`src/rtl/memory_round_ctrl.sv`:
```
// Round sequencer for the Memory Matrix game: draws a board, shows it, scores guesses.
// Optional play-phase timeout is enabled by defining MEMMTX_TIMEOUT_EN.
module memory_round_ctrl #(
  parameter int unsigned SHOW_CYCLES  = 25000000,
  parameter int unsigned MAX_MISTAKES = 3,
  parameter int unsigned PLAY_CYCLES  = 250000000
) (
  input  logic       clk,
  input  logic       reset,
  input  logic       start,
  input  logic [7:0] lfsr_value,
  output logic       lfsr_en,
  output logic [7:0] board_out,
  output logic       show,
  output logic [7:0] found,
  input  logic       guess_valid,
  input  logic [2:0] guess_idx,
  output logic [7:0] score,
  output logic [3:0] mistakes,
  output logic       win,
  output logic       lose,
  output logic       round_done
);

  localparam int unsigned SHOW_W = (SHOW_CYCLES > 1) ? $clog2(SHOW_CYCLES) : 1;
  localparam int unsigned PLAY_W = (PLAY_CYCLES > 1) ? $clog2(PLAY_CYCLES) : 1;
  localparam logic [3:0]  MAX_M  = 4'(MAX_MISTAKES);

  typedef enum logic [2:0] {
    IDLE = 3'd0,
    GEN  = 3'd1,
    SHOW = 3'd2,
    PLAY = 3'd3,
    WIN  = 3'd4,
    LOSE = 3'd5
  } state_t;

  state_t            state, state_nxt;
  logic              start_q;
  logic              start_rise;
  logic [7:0]        board, board_nxt;
  logic [SHOW_W-1:0] show_cnt, show_cnt_nxt;
  logic [7:0]        found_nxt;
  logic [7:0]        score_nxt;
  logic [3:0]        mistakes_nxt;
  logic [7:0]        new_bit;
  logic              hit;
  logic              timeout;

  // Edge history follows the key even during reset, so a key held through reset never starts a round.
  always_ff @(posedge clk) begin
    start_q <= start;
  end

  assign start_rise = start & ~start_q;
  assign new_bit    = 8'b1 << guess_idx;
  assign hit        = board[guess_idx];

`ifdef MEMMTX_TIMEOUT_EN
  logic [PLAY_W-1:0] play_cnt, play_cnt_nxt;

  assign timeout = (state == PLAY) && (play_cnt == '0);

  always_comb begin
    play_cnt_nxt = play_cnt;
    if (state == SHOW && show_cnt == '0) begin
      play_cnt_nxt = PLAY_W'(PLAY_CYCLES - 1);
    end else if (state == PLAY && play_cnt != '0) begin
      play_cnt_nxt = play_cnt - PLAY_W'(1);
    end
  end

  always_ff @(posedge clk) begin
    if (!reset) begin
      play_cnt <= '0;
    end else begin
      play_cnt <= play_cnt_nxt;
    end
  end
`else
  logic [PLAY_W-1:0] unused_play;

  assign unused_play = '0;
  assign timeout     = 1'b0;
`endif

  // Next-state and datapath updates
  always_comb begin
    state_nxt    = state;
    board_nxt    = board;
    show_cnt_nxt = show_cnt;
    found_nxt    = found;
    score_nxt    = score;
    mistakes_nxt = mistakes;

    case (state)
      IDLE: begin
        if (start_rise) state_nxt = GEN;
      end
      GEN: begin
        if (lfsr_value != 8'h00) begin
          board_nxt    = lfsr_value;
          show_cnt_nxt = SHOW_W'(SHOW_CYCLES - 1);
          found_nxt    = 8'h00;
          mistakes_nxt = 4'd0;
          state_nxt    = SHOW;
        end
      end
      SHOW: begin
        if (show_cnt == '0) begin
          state_nxt = PLAY;
        end else begin
          show_cnt_nxt = show_cnt - SHOW_W'(1);
        end
      end
      PLAY: begin
        if (guess_valid) begin
          if (hit) begin
            if (!found[guess_idx]) begin
              found_nxt = found | new_bit;
              score_nxt = (score == 8'hFF) ? score : score + 8'd1;
            end
          end else begin
            mistakes_nxt = mistakes + 4'd1;
          end
        end
        // A winning guess outranks both the mistake limit and the timer.
        if (guess_valid && hit && ((found | new_bit) == board)) begin
          state_nxt = WIN;
        end else if (guess_valid && !hit && (mistakes + 4'd1 == MAX_M)) begin
          state_nxt = LOSE;
        end else if (timeout) begin
          state_nxt = LOSE;
        end
      end
      WIN: begin
        if (start_rise) state_nxt = GEN;
      end
      LOSE: begin
        if (start_rise) begin
          score_nxt = 8'h00;
          state_nxt = GEN;
        end
      end
      default: state_nxt = IDLE;
    endcase
  end

  // State, datapath and registered status outputs
  always_ff @(posedge clk) begin
    if (!reset) begin
      state      <= IDLE;
      board      <= 8'h00;
      show_cnt   <= '0;
      found      <= 8'h00;
      score      <= 8'h00;
      mistakes   <= 4'd0;
      lfsr_en    <= 1'b1;
      show       <= 1'b0;
      win        <= 1'b0;
      lose       <= 1'b0;
      round_done <= 1'b0;
    end else begin
      state      <= state_nxt;
      board      <= board_nxt;
      show_cnt   <= show_cnt_nxt;
      found      <= found_nxt;
      score      <= score_nxt;
      mistakes   <= mistakes_nxt;
      lfsr_en    <= (state_nxt == IDLE) || (state_nxt == GEN);
      show       <= (state_nxt == SHOW);
      win        <= (state_nxt == WIN);
      lose       <= (state_nxt == LOSE);
      round_done <= ((state_nxt == WIN) && (state != WIN)) ||
                    ((state_nxt == LOSE) && (state != LOSE));
    end
  end

  assign board_out = show ? board : 8'h00;

endmodule

```
`config.mk`:
```
export PLATFORM = sky130hd
export DESIGN_NAME = memory_round_ctrl
export DESIGN_NICKNAME = d
export VERILOG_FILES = /design/src/rtl/memory_round_ctrl.sv
export SDC_FILE = /design/constraint.sdc
export NUM_CORES = 1
export LEC_CHECK = 0
export BUFFER_PORTS_ARGS = -buffer_cell sky130_fd_sc_hd__buf_2
export CAP_MARGIN = 5
export CORE_MARGIN = 1.5
export CORE_UTILIZATION = 30
export CTS_CLUSTER_SIZE = 14
export DETAILED_ROUTE_END_ITERATION = 8
export PLACE_DENSITY_LB_ADDON = 0.05
export SLEW_MARGIN = 5
export SYNTH_ARGS = -nofsm -noshare
export SYNTH_HDL_FRONTEND = slang
export SYNTH_SLANG_ARGS = --single-unit
```
`constraint.sdc`:
```
create_clock -name clk -period 2.93 [get_ports clk]
set_input_delay 0.4395 -clock clk [delete_from_list [all_inputs] [get_ports clk]]
set_output_delay 0.4395 -clock clk [all_outputs]
set_load 0.005 [all_outputs]
```
==> run summary <==
Status -> complete, no violations
Clk slew on worst S/H paths -> 0.07 ns
Yosys top cell by area -> dfxtp_1
Max-Cap Viols -> 0
Drt pass-1 iters -> 4
Max_slew headroom -> 53.9%
RSZ-0062 raised after global routing -> no
Register area share after synthesis -> 38.3%
Register area -> 0.00124 sq mm
Cell Count Post-Placement -> 568
RR Startpoint -> show_cnt[4]
Total CTS buffers -> 9
Max Fclk -> 391 MHz
Worst-path fanout max -> 10
Fillers -> 1,144
Total gr overflow -> 0
Synth warn -> 0
Final WS setup -> 0.370 ns
Startpoint types -> register
Sequential group share of total power -> 40.6%
Final min period -> 2.56 ns
Util after Layout -> 37.3%
I/O pins -> 48
Area growth syn-to-layout -> 19.9%
Setup TNS -> 0 ns
CP required -> 3.20 ns
Worst-Skew Late Latency -> 0.34 ns
Sw frac -> 36.0%
DRT iter0 DRCs -> 116
DIE HEIGHT -> 107 um
Post-synthesis cell type count -> 54
Pre-CTS setup slack -> 0.0560 ns
Root buf cell -> clkbuf_8
Row count -> 37
Commonest non-fill, non-tap cell in the layout -> dfxtp_1
Number of diodes -> 0
Hold EP -> start_q
Crit path DAT -> 2.83 ns
Core region area -> 0.0104 sq mm
Mapped cell area -> 0.00324 sq mm
Layout cells sized above 1 -> 19.6%
Clock Power Share -> 27.8%
Hold Crit Class -> in2reg
Syn nets -> 410
Number of remaining DRC errors -> 0
Cts hold-fix bufs -> 0
CTS tree -> built
DIE AREA -> 0.0114 sq mm
Hold path depth -> 1
Worst reg-to-reg setup slack -> 0.37 ns
Main synth FF type -> dfxtp_1
Multi-input gate area -> 0.00191 sq mm
Die width -> 107 um
Peak supply drop -> 310 uV
Power per cell area -> 692 mW/mm^2
RePlAce Congestion -> 0.792
Critical R2R Capture -> show_cnt[23]
Post-synth EDFFs -> 0
Initial antenna violation count -> 0
First-pass GRT wire length -> 15,000 um
Static Leakage -> 1.51 nW
Worst Skew -> 0.00767 ns
Initial Util -> 31.1%
CP Class -> reg2reg
Psw -> 0.968 mW
FF+latch count, synth -> 62
Final non-filler cell total -> 586
Vias in the first global route -> 2,921
Vias -> 3,069
GRT Total Usage -> 16.8%
Slew @ Worst Pin -> 0.675 ns
Antenna Nets Post-Route -> 0
Nets -> 466
Largest net degree at the start of global routing -> 29
Bufs on Longest Clock Path -> 2
Synth Instances -> 390
Tcrit/Tclk final -> 87.4%
Mapped Avg Cell Area -> 8.32 sq um
Most frequent cells in the layout -> 62 x dfxtp_1, 47 x buf_2, 43 x a21oi_1
Routed wire length -> 9140 um
H-tree levels -> 3
Worst Setup End Kind -> register
Final Max Slew Viols -> 0
Worst reg2reg path depth -> 7
Largest cells by area after synthesis -> dfxtp_1 38%, a21oi_1 6.6%, nor2_1 3.8%, xor2_1 3.5%, nand2_1 3.4%
Hold path startpoint -> start
CTS sink cnt -> 62
Hold Fails Final Rpt -> 0
DR vias/cell -> 5.24
Post-synth top area share -> 38.3%
Proportion of power drawn by combinational gates -> 31.6%
Post-DP HPWL -> 6640 um
IO buf count -> 47
WL/cell -> 15.6 um
Internal power -> 1.72 mW
Final setup vio count -> 0
Post-synth ARST share -> 0%
## cells in the mapped netlist, types with 2 or more instances
library cell and n:
a211oi_1 4, a21oi_1 43, a221oi_1 2, a31o_2 2
a31oi_1 9, and2_1 11, and3_1 5, clkbuf_1 14
dfxtp_1 62, ha_1 5, inv_1 7, mux2i_1 5
mux4_2 2, nand2_1 29, nand2b_1 10, nand3_1 12
nand3b_1 4, nand4_1 12, nor2_1 33, nor2b_1 7
nor3_1 8, nor3b_1 3, nor4_1 8, nor4b_1 2
o211ai_1 2, o21a_1 4, o21ai_0 16, o21bai_1 2
o31a_1 2, o31ai_1 6, o41ai_1 2, or3_1 9
or3b_2 2, or4_1 9, xnor2_1 6, xor2_1 13
## how the worst max path moves through the flow
| stage | from | to | slack [ns] | cells after the start |
|---|---|---|---|---|
| floorplan | guess_idx[2] | win | 0.62 | 8 |
| global placement | guess_idx[0] | win | 0.07 | 7 |
| detailed placement | lfsr_value[5] | show_cnt[23] | 0.06 | 7 |
| CTS | state[0] | show_cnt[23] | 0.07 | 6 |
| global route | show_cnt[4] | show_cnt[23] | 0.20 | 7 |
| finish | show_cnt[4] | show_cnt[23] | 0.37 | 7 |
## timing repair
item	CTS	global route
resized for setup	0	1
setup buffers	0	3
endpoints found under the setup margin	0	6
## critical path, cell delays in order (launching register included)
cell,delay (ns)
dfxtp_1,0.36
or4_1,0.69
nor4_4,0.22
nor4b_2,0.26
nand4_1,0.12
buf_4,0.20
or4b_1,0.46
a21oi_1,0.17
## per-stage QoR
step	hold WS, ns	power, mW	cell area, sq um
after global placement	0.462	1.94	3670
after global routing	0.187	2.89	3890
final	0.208	2.69	3890
after detailed placement	0.477	1.93	3670
after CTS	0.193	2.71	3860
after floorplan	0.453	1.69	3240
## sequential cells by signal, indices dropped and copies added, names as in the netlist, 3 cells and up
signal	cells
show_cnt	25
board	8
found	8
score	8
mistakes	4
state	3
## cell families after synthesis
family,after synthesis,share of synthesized area (%)
simple gates,170,29.3
compound gates,102,19.1
xor+xnor,19,5.13
fa+ha+maj,5,1.93
flops,62,38.3
buf+inv,24,2.93
mux,8,3.28
## power by group through the flow
stage	clock (mW)	sequential (mW)	combinational (mW)
final	0.748	1.09	0.850
after global routing	0.821	1.11	0.961
after CTS	0.784	1.09	0.835
after detailed placement	0	1.11	0.828
after global placement	0	1.11	0.828
after floorplan	0	1.07	0.623
## area by class of cell
class | count | area share (%)
inverters | 7 | 0.676
clock inverters | 4 | 1.22
flip-flops and latches | 62 | 31.9
clock buffers | 11 | 3.64
well taps | 136 | 4.38
multi-input cells | 304 | 49.2
repair buffers | 62 | 8.94
## per-layer routing
| metal | vias to the layer above | GRT usage, % | share of wire, % | routed length (um) |
|---|---|---|---|---|
| met4 | 0 | 4.29 | 0.79 | 72 |
| li1 | 1545 | - | - | - |
| met1 | 1474 | 23.0 | 51 | 4630 |
| met2 | 43 | 26.5 | 46 | 4160 |
| met5 | - | 0 | 0 | 0 |
| met3 | 7 | 3.71 | 3.0 | 275 |
Note: power is estimated with default switching activity, not from simulation.
